`config.mk`:
```
export PLATFORM = sky130hd
export DESIGN_NAME = rx_dcoffset_mc
export DESIGN_NICKNAME = d
export VERILOG_FILES = /design/src/rtl/rx_dcoffset_mc.sv
export SDC_FILE = /design/constraint.sdc
export NUM_CORES = 1
export LEC_CHECK = 0
export BUFFER_PORTS_ARGS = -buffer_cell sky130_fd_sc_hd__buf_2
export CORE_AREA = 2 2 439 267
export CTS_CLUSTER_SIZE = 25
export DETAILED_ROUTE_END_ITERATION = 8
export DIE_AREA = 0 0 441 269
export PLACE_DENSITY_LB_ADDON = 0.12
export SLEW_MARGIN = 20
export SYNTH_ARGS = -nofsm -noshare
export SYNTH_HDL_FRONTEND = slang
export SYNTH_SLANG_ARGS = --single-unit
```
`constraint.sdc`:
```
create_clock -name clk -period 16.7 [get_ports clk]
set_clock_uncertainty 0.15 [all_clocks]
set_input_delay 2.505 -clock clk [delete_from_list [all_inputs] [get_ports clk]]
set_output_delay 2.505 -clock clk [all_outputs]
set_load 0.005 [all_outputs]
```
`src/rtl/rx_dcoffset_mc.sv`:
```
// Multi-channel RX DC offset corrector: one shared two-stage datapath, per channel/rail accumulators.
// Optional macro RX_DCOFFSET_MC_ACC_SAT_EN makes the accumulator add saturate instead of wrapping.
module rx_dcoffset_mc #(
    parameter int          WIDTH         = 16,
    parameter int          NUM_CHAN      = 4,
    parameter logic [7:0]  ADDR_BASE     = 8'd0,
    parameter int          MAX_SHIFT     = 24,
    parameter int          SHIFT_DEFAULT = 20,
    localparam int         CW            = (NUM_CHAN > 1) ? $clog2(NUM_CHAN) : 1
) (
    input  logic                    clk,
    input  logic                    rst,
    input  logic                    set_stb,
    input  logic [7:0]              set_addr,
    input  logic [31:0]             set_data,
    input  logic                    in_stb,
    input  logic [CW-1:0]           in_chan,
    input  logic [WIDTH-1:0]        in_i,
    input  logic [WIDTH-1:0]        in_q,
    output logic                    out_stb,
    output logic [CW-1:0]           out_chan,
    output logic [WIDTH-1:0]        out_i,
    output logic [WIDTH-1:0]        out_q
);
    localparam int         AW         = WIDTH + MAX_SHIFT;
    localparam logic [7:0] GLOBAL_OFF = 8'(2 * NUM_CHAN);

    // Top WIDTH bits of the accumulator, rounded half-up; rounding overflow clips to +max.
    function automatic logic [WIDTH-1:0] corr_of(input logic [AW-1:0] acc);
        logic [AW:0]    rnd;
        logic [WIDTH:0] top;
        rnd = {acc[AW-1], acc} + ((AW+1)'(1) << (MAX_SHIFT - 1));
        top = rnd[AW:MAX_SHIFT];
        if (top[WIDTH] != top[WIDTH-1]) corr_of = {1'b0, {(WIDTH-1){1'b1}}};
        else                             corr_of = top[WIDTH-1:0];
    endfunction

    function automatic logic [WIDTH-1:0] sat_sub(input logic [WIDTH-1:0] a, input logic [WIDTH-1:0] b);
        logic [WIDTH:0] d;
        d = {a[WIDTH-1], a} - {b[WIDTH-1], b};
        if (d[WIDTH] != d[WIDTH-1]) sat_sub = d[WIDTH] ? {1'b1, {(WIDTH-1){1'b0}}} : {1'b0, {(WIDTH-1){1'b1}}};
        else                        sat_sub = d[WIDTH-1:0];
    endfunction

    function automatic logic [AW-1:0] acc_add(input logic [AW-1:0] acc, input logic [WIDTH-1:0] y,
                                              input logic [4:0] sh);
        logic [AW-1:0] inc;
        inc = {{(AW-WIDTH){y[WIDTH-1]}}, y} << (MAX_SHIFT - int'(sh));
`ifdef RX_DCOFFSET_MC_ACC_SAT_EN
        begin
            logic [AW:0] sum;
            sum = {acc[AW-1], acc} + {inc[AW-1], inc};
            if (sum[AW] != sum[AW-1]) acc_add = sum[AW] ? {1'b1, {(AW-1){1'b0}}} : {1'b0, {(AW-1){1'b1}}};
            else                      acc_add = sum[AW-1:0];
        end
`else
        acc_add = acc + inc;
`endif
    endfunction

    logic                s1_vld_r;
    logic [CW-1:0]       s1_chan_r;
    logic [WIDTH-1:0]    s1_i_r, s1_q_r;
    logic                wr_vld_r;
    logic [7:0]          wr_addr_r;
    logic [31:0]         wr_data_r;
    logic [AW-1:0]       acc_i_r [NUM_CHAN];
    logic [AW-1:0]       acc_q_r [NUM_CHAN];
    logic [NUM_CHAN-1:0] fixed_i_r, fixed_q_r;
    logic [4:0]          shift_r;
    logic                freeze_r;

    logic                chan_ok_s;
    logic [CW-1:0]       idx_s;
    logic [WIDTH-1:0]    corr_i_s, corr_q_s, y_i_s, y_q_s;
    logic [AW-1:0]       next_i_s, next_q_s;
    logic [7:0]          wr_off_s;
    logic                wr_rail_s, wr_glob_s;
    logic [CW-1:0]       wr_chan_s;
    logic [4:0]          shift_clamp_s;

    // Stage-2 datapath and settings decode; acc update is folded into this stage, so no forwarding is needed.
    always_comb begin
        chan_ok_s = (int'(s1_chan_r) < NUM_CHAN);
        idx_s     = chan_ok_s ? s1_chan_r : {CW{1'b0}};
        corr_i_s  = chan_ok_s ? corr_of(acc_i_r[idx_s]) : {WIDTH{1'b0}};
        corr_q_s  = chan_ok_s ? corr_of(acc_q_r[idx_s]) : {WIDTH{1'b0}};
        y_i_s     = sat_sub(s1_i_r, corr_i_s);
        y_q_s     = sat_sub(s1_q_r, corr_q_s);
        next_i_s  = acc_add(acc_i_r[idx_s], y_i_s, shift_r);
        next_q_s  = acc_add(acc_q_r[idx_s], y_q_s, shift_r);
        wr_off_s  = wr_addr_r - ADDR_BASE;
        wr_rail_s = wr_vld_r && (wr_off_s < GLOBAL_OFF);
        wr_glob_s = wr_vld_r && (wr_off_s == GLOBAL_OFF);
        wr_chan_s = wr_off_s[CW:1];
        if (wr_data_r[4:0] == 5'd0)                  shift_clamp_s = 5'd1;
        else if (wr_data_r[4:0] > 5'(MAX_SHIFT))     shift_clamp_s = 5'(MAX_SHIFT);
        else                                         shift_clamp_s = wr_data_r[4:0];
    end

    // Input and settings capture stage plus registered outputs.
    always_ff @(posedge clk) begin
        if (rst) begin
            s1_vld_r  <= 1'b0;
            s1_chan_r <= {CW{1'b0}};
            s1_i_r    <= {WIDTH{1'b0}};
            s1_q_r    <= {WIDTH{1'b0}};
            wr_vld_r  <= 1'b0;
            wr_addr_r <= 8'd0;
            wr_data_r <= 32'd0;
            out_stb   <= 1'b0;
            out_chan  <= {CW{1'b0}};
            out_i     <= {WIDTH{1'b0}};
            out_q     <= {WIDTH{1'b0}};
        end else begin
            s1_vld_r  <= in_stb;
            s1_chan_r <= in_chan;
            s1_i_r    <= in_i;
            s1_q_r    <= in_q;
            wr_vld_r  <= set_stb;
            wr_addr_r <= set_addr;
            wr_data_r <= set_data;
            out_stb   <= s1_vld_r;
            if (s1_vld_r) begin
                out_chan <= s1_chan_r;
                out_i    <= y_i_s;
                out_q    <= y_q_s;
            end
        end
    end

    // Per-rail state: a settings write to a rail overrides a same-cycle accumulator update.
    always_ff @(posedge clk) begin
        if (rst) begin
            for (int c = 0; c < NUM_CHAN; c++) begin
                acc_i_r[c] <= {AW{1'b0}};
                acc_q_r[c] <= {AW{1'b0}};
            end
            fixed_i_r <= {NUM_CHAN{1'b0}};
            fixed_q_r <= {NUM_CHAN{1'b0}};
            shift_r   <= 5'(SHIFT_DEFAULT);
            freeze_r  <= 1'b0;
        end else begin
            for (int c = 0; c < NUM_CHAN; c++) begin
                if (wr_rail_s && wr_chan_s == CW'(c) && !wr_off_s[0]) begin
                    fixed_i_r[c] <= wr_data_r[31];
                    if (wr_data_r[30]) acc_i_r[c] <= {wr_data_r[29:0], {(AW-30){1'b0}}};
                end else if (s1_vld_r && chan_ok_s && idx_s == CW'(c) && !freeze_r && !fixed_i_r[c]) begin
                    acc_i_r[c] <= next_i_s;
                end
                if (wr_rail_s && wr_chan_s == CW'(c) && wr_off_s[0]) begin
                    fixed_q_r[c] <= wr_data_r[31];
                    if (wr_data_r[30]) acc_q_r[c] <= {wr_data_r[29:0], {(AW-30){1'b0}}};
                end else if (s1_vld_r && chan_ok_s && idx_s == CW'(c) && !freeze_r && !fixed_q_r[c]) begin
                    acc_q_r[c] <= next_q_s;
                end
            end
            if (wr_glob_s) begin
                shift_r  <= shift_clamp_s;
                freeze_r <= wr_data_r[8];
            end
        end
    end
endmodule
```
### After elaboration in Yosys (flattened, before gate mapping)

Memories as Yosys holds them, arrays and structs flattened. A register that Yosys moved wholly into a read port is not among the register bits.
Cells that the tools add are included.

| word-level totals | value |
|---|---|
| register bits after elaboration | 125 |
| bits in writable memories | 320 |
| input port bits | 78 |
| output and inout bits | 35 |
| word-level logic and storage cells | 189 |
| memories | 2 |

| cells by class | value |
|---|---|
| add/subtract/negate cells | 7 |
| order comparisons | 2 |
| eq/ne operators | 11 |
| shifts and indexed selects | 2 |
| mux-type cells | 85 |
| bitwise logic cells | 16 |
| reduce and logical (&&, ||, !) cells | 43 |

Memories:

| memory | words | bits a word | read ports | clocked after Yosys merged registers in | write ports | RTL line | text |
|---|---|---|---|---|---|---|---|
| acc_i_r | 4 | 40 | 1 | 1 | 4 | 67 | `logic [AW-1:0] acc_i_r [NUM_CHAN];` |
| acc_q_r | 4 | 40 | 1 | 1 | 4 | 68 | `logic [AW-1:0] acc_q_r [NUM_CHAN];` |

Operator list:

| operator | number |
|---|---|
| $mux W40 | 16 |
| $mux W16 | 6 |
| $add A40 B25 Y41 const B | 2 |
| $add A40 B40 Y40 | 2 |
| $shl A40 B32 Y40 | 2 |
| $mux W1 | 59 |
| $sub A16 B16 Y17 | 2 |
| $logic_and A1 B1 Y1 | 30 |
| $or A1 B1 Y1 | 16 |
| $logic_not A1 Y1 | 10 |
| $mux W5 | 2 |
| $eq A2 B2 Y1 const B | 4 |
| $eq A8 B4 Y1 const B | 1 |
| $lt A8 B4 Y1 const B | 1 |
| $sub A5 B5 Y6 const A | 1 |
| $gt A5 B5 Y1 const B | 1 |
| $logic_not A5 Y1 | 1 |
| $eq A2 B1 Y1 const B | 2 |
| $logic_not A2 Y1 | 2 |
| $mux W2 | 2 |
| $ne A1 B1 Y1 | 4 |

### Logic depth before layout (Yosys ltp)

| logic depth | value |
|---|---|
| depth after elaboration | 9 |
| depth in mapped cells | 40 |
| mapped depth without buffers | 36 |

### Worst setup path after synthesis

OpenSTA, ideal clock, no wires.

| path | value |
|---|---|
| kind | register to register |
| start | register s1_chan_r[0], in the netlist idx_s[0] |
| end | memory acc_i_r[3][39] (netlist bit) (data pin) |
| library setup time | 0.257 ns |
| arrival | 8.390 ns |
| required time | 16.293 ns |
| setup slack | 7.904 ns |
| stages on the path, launching flop included | 37 |
| buffers on the path | 3 |
| clock period less this slack | 8.796 ns |
| cell sequence | dfxtp_1 -> buf_2 -> buf_2 -> mux4_2 -> ha_1 -> and3_1 -> and2_1 -> inv_1 -> nor4_1 -> xor2_1 -> ha_1 -> clkbuf_1 -> nor2_1 -> ha_1 -> nor2b_1 -> o31a_4 -> o31a_2 -> o21ai_0 -> mux2i_1 -> nand2_1 -> mux2_2 -> maj3_1 -> a211oi_2 -> mux2_2 -> nor2_1 -> ha_1 -> o21ai_0 -> a21oi_1 -> a211oi_1 -> a21oi_1 -> a31oi_1 -> o31ai_1 -> a221o_1 -> a21oi_1 -> xnor2_1 -> xnor2_2 -> a22o_2 |

RTL lines:

| what | RTL line | text |
|---|---|---|
| from (decl) | 62 | `logic [CW-1:0] s1_chan_r;` |
| from (signal assigned) | 105 | `s1_chan_r <= {CW{1'b0}};` |
| from (signal assigned) | 117 | `s1_chan_r <= in_chan;` |
| to (decl) | 67 |  |

==> flow_summary.rst <==
.. list-table::
   :header-rows: 1

   * - Metric
     - Value
   * - Status
     - finished, final reports clean
   * - Placeable Area
     - 0.115 mm²
   * - I/O pin count
     - 113
   * - Starting utilization of the core area
     - ~25%
   * - Static leakage power
     - 12.1 nW
   * - Clk pwr share
     - around 28%
   * - Mapped Nets
     - ~3000
   * - Share of synthesized flip-flops with an asynchronous set or reset
     - 0%
   * - Maximum Capacitance Violations
     - 0
   * - Maximum fanout encountered on the critical timing path
     - 36
   * - Highest achievable clock rate
     - 84.0 MHz
   * - Via count of the first global-routing pass
     - 22900
   * - Quantity of I/O buffers inserted on ports
     - 112
   * - Post-CTS sizing
     - 0
   * - Count of filler cells inserted in the layout
     - 12000
   * - Cell with the biggest individual delay on the critical path
     - dfxtp_4
   * - Internal Dissipation
     - 2.48 mW
   * - PwrDens
     - 130 mW/mm²
   * - Largest cells by area after synthesis
     - edfxtp_1 (34%), dfxtp_1 (8.8%), a22o_1 (7.2%)
   * - Final setup TNS
     - 0 ns
   * - Quantity of hold-fixing buffers added after cts
     - 0
   * - Register area share after synthesis
     - 42.6%
   * - Cell type contributing the most total cell area after synthesis
     - edfxtp_1
   * - Post-synthesis instance area
     - about 0.028 mm²
   * - Biggest cell delay along the critical path
     - 0.79 ns
   * - Number of buffers on the longest clock path
     - 3
   * - Data arrival at the endpoint of the critical path
     - 12.11 ns
   * - Clock root buffer master
     - clkbuf_16
   * - Slew of the pin with the lowest slew margin
     - around 1.0 ns
   * - Drt first-iter violations
     - roughly 2500
   * - Post-synth top cells
     - edfxtp_1 (320), nor2_1 (302), a22o_1 (232)
   * - Die Span Y
     - ~270 µm
   * - Critical setup path kind
     - register to register
   * - Flip-flop and latch count after synthesis
     - about 450
   * - Clock period minus worst slack
     - 11.90 ns
   * - Post-synthesis cell count
     - 2729
   * - Unrepaired setup endpoints after global routing
     - no
   * - Overall Global Routing Usage
     - 19.5%
   * - Number of iterations in the first detailed-routing pass
     - 5
   * - Post-layout nets
     - ~2900
   * - Number of distinct library cells after synthesis
     - 100
   * - Chip Width
     - 441 µm
   * - Clock slew seen by the registers of the worst setup and hold paths
     - about 0.06 ns
   * - Via density per instance
     - roughly 5.4
   * - Final weighted congestion of routability-driven global placement
     - roughly 0.89
   * - Max Transition Viols Final
     - 0
   * - Yosys warning count
     - 0
   * - Number of flops mapped to enable cells by yosys
     - 320
   * - Cell with the most instances after synthesis
     - edfxtp_1
   * - Crit path launch type
     - register
   * - Final-report setup violation count
     - 0
   * - Switching Power
     - 1.70 mW
   * - Wirelength, routed
     - 118000 µm
   * - Final count of hold timing violations
     - 0
   * - CP required
     - 16.91 ns
   * - Switching part of the total power
     - around 40%
   * - Combinational Power Share
     - 41.6%
   * - Kind of end point of the critical path
     - register
   * - Worst min-delay path category
     - register to register
   * - Multi-input logic area
     - 0.0154 mm²
   * - Buffer count from post-CTS setup fixing
     - 0
   * - Seq. cell area
     - ~0.012 mm²
   * - # clock sinks
     - 445
   * - Dominant synthesized flop cell
     - edfxtp_1
   * - Critical R2R Launch
     - idx_s[1]
   * - Total gr overflow
     - 0
   * - Portion of total power attributed to sequential cells
     - 30.9%
   * - Hold path startpoint
     - out_q[8]
   * - Worst IR Drop VDD
     - 73.0 µV
   * - Fraction of layout instances using a drive strength above 1
     - 15.2%
   * - Number of antenna violations at the first check in global routing
     - 9
   * - Final core utilization
     - 28.0%
   * - Slew headroom
     - 30.5%
   * - Residual antenna-violating net count after detailed routing
     - 0
   * - Floorplan die area
     - 0.119 mm²
   * - Layout overhead on the synthesized area
     - 13.4%
   * - Average size of a mapped cell
     - 10.4 µm²
   * - Later-pin clock latency in the skew report
     - 0.65 ns
   * - Count of buffering cells on the critical path with inverters included
     - 4
   * - Worst Setup SP
     - idx_s[1]
   * - Wire length of the first global-routing pass
     - approximately 170000 µm
   * - Post-synth top area share
     - about a third
   * - Standard-cell row count
     - 97
   * - Total clock buffers created by CTS
     - 49
   * - Post-route DRC violation count
     - 0
   * - CTS tree
     - built
   * - Cell family with most CP delay
     - compound AO/OA/AOI/OAI gates
   * - Pin count of the biggest net entering global routing
     - 75
   * - Detailed-route wire length per cell
     - 27.3 µm
   * - CTS H-Tree Depth
     - 2
   * - Total half-perimeter wirelength after legalization and detailed placement
     - 84500 µm
   * - Ratio of final minimum period to clock period
     - between 70 and 80%
   * - Vias
     - 23300
-- logic make-up (layout without fill, tap and decap cells) --
family,count (synthesis),after routing,share of synthesized area (%)
other,0,2,0
adder cells (fa/ha/maj),148,148,6.39
buffers and inverters,250,305,3.67
XOR/XNOR,125,125,3.95
multiplexers,124,124,8.16
AO/OA/AOI/OAI,840,840,21.8
AND/OR/NAND/NOR,797,797,13.4
flip-flops,445,445,42.6
-- cells in the final DEF (no fill, tap or decap), drive strengths merged, types with 63 or more instances in the layout --
master and n:
edfxtp 320, nor2 305, a22o 236, buf 164, a21oi 158, nand2 142, dfxtp 125, ha 115
o21ai 110, nor2b 90, mux4 85, xnor2 67, a21o 66, clkbuf 63
-- worst min-delay path: cells and delay by family (launching register included) --
kind,cells,cell delay [ns]
AO/OA/AOI/OAI,1,0.05
flip-flops,1,0.31
AND/OR/NAND/NOR,1,0.08
-- layout make-up --
type / instances / share of cell area (%)
Multi-Input combinational cell: 2034 / 47.9
Sequential cell: 445 / 37.6
Tap cell: 1534 / 5.96
Clock buffer: 63 / 4.03
Timing Repair Buffer: 164 / 2.97
Clock inverter: 28 / 0.955
Inverter: 50 / 0.582
Antenna cell: 2 / 0.0155
-- flip-flops by register name (all words and copies together) (netlist names), 2 cells and up --
signal and cells:
fixed_i_r 4, out_i 16, acc_i_r 160, s1_i_r 16
acc_q_r 160, out_q 16, idx_s 2, shift_r 5
wr_addr_r 8, fixed_q_r 4, wr_data_r 32, s1_q_r 16
out_chan 2
-- final timing paths --
check                   endpoint  slack (ns)  cells past startpoint
hold / removal          out_q[8]        0.33                      2
setup / recovery  acc_i_r[1][36]        4.80                     35
setup reg to reg  acc_i_r[1][36]        4.80                     35
hold reg to reg         out_q[8]        0.33                      2
-- power groups by stage --
stage	clock network, mW	logic, mW	registers, mW
after floorplan	0	1.18	1.29
after global placement	0	1.71	1.31
after detailed placement	0	1.70	1.31
after CTS	1.18	1.72	1.29
after global routing	1.22	1.89	1.30
final	1.15	1.74	1.29
-- through the flow --
stage | cell area (µm²) | std cells | power [mW] | worst slack [ns] | hold slack (ns)
floorplan | 28400 | 2729 | 2.47 | 7.90 | 0.299
global placement | 30600 | 4227 | 3.02 | 5.02 | 0.321
detailed placement | 30600 | 4227 | 3.02 | 4.96 | 0.327
CTS | 32200 | 4318 | 4.19 | 4.93 | 0.337
global route | 32200 | 4320 | 4.40 | 4.06 | 0.353
finish | 32200 | 4320 | 4.18 | 4.80 | 0.330
-- metal layers --
metal | up-vias | global-route usage [%] | routed length (µm)
li1 | 10500 | - | -
met1 | 11900 | 30.2 | 59900
met2 | 825 | 26.9 | 46100
met5 | - | 0 | 12
met4 | 2 | 4.13 | 2390
met3 | 127 | 4.66 | 9340
(Power assumes the default switching activity.)
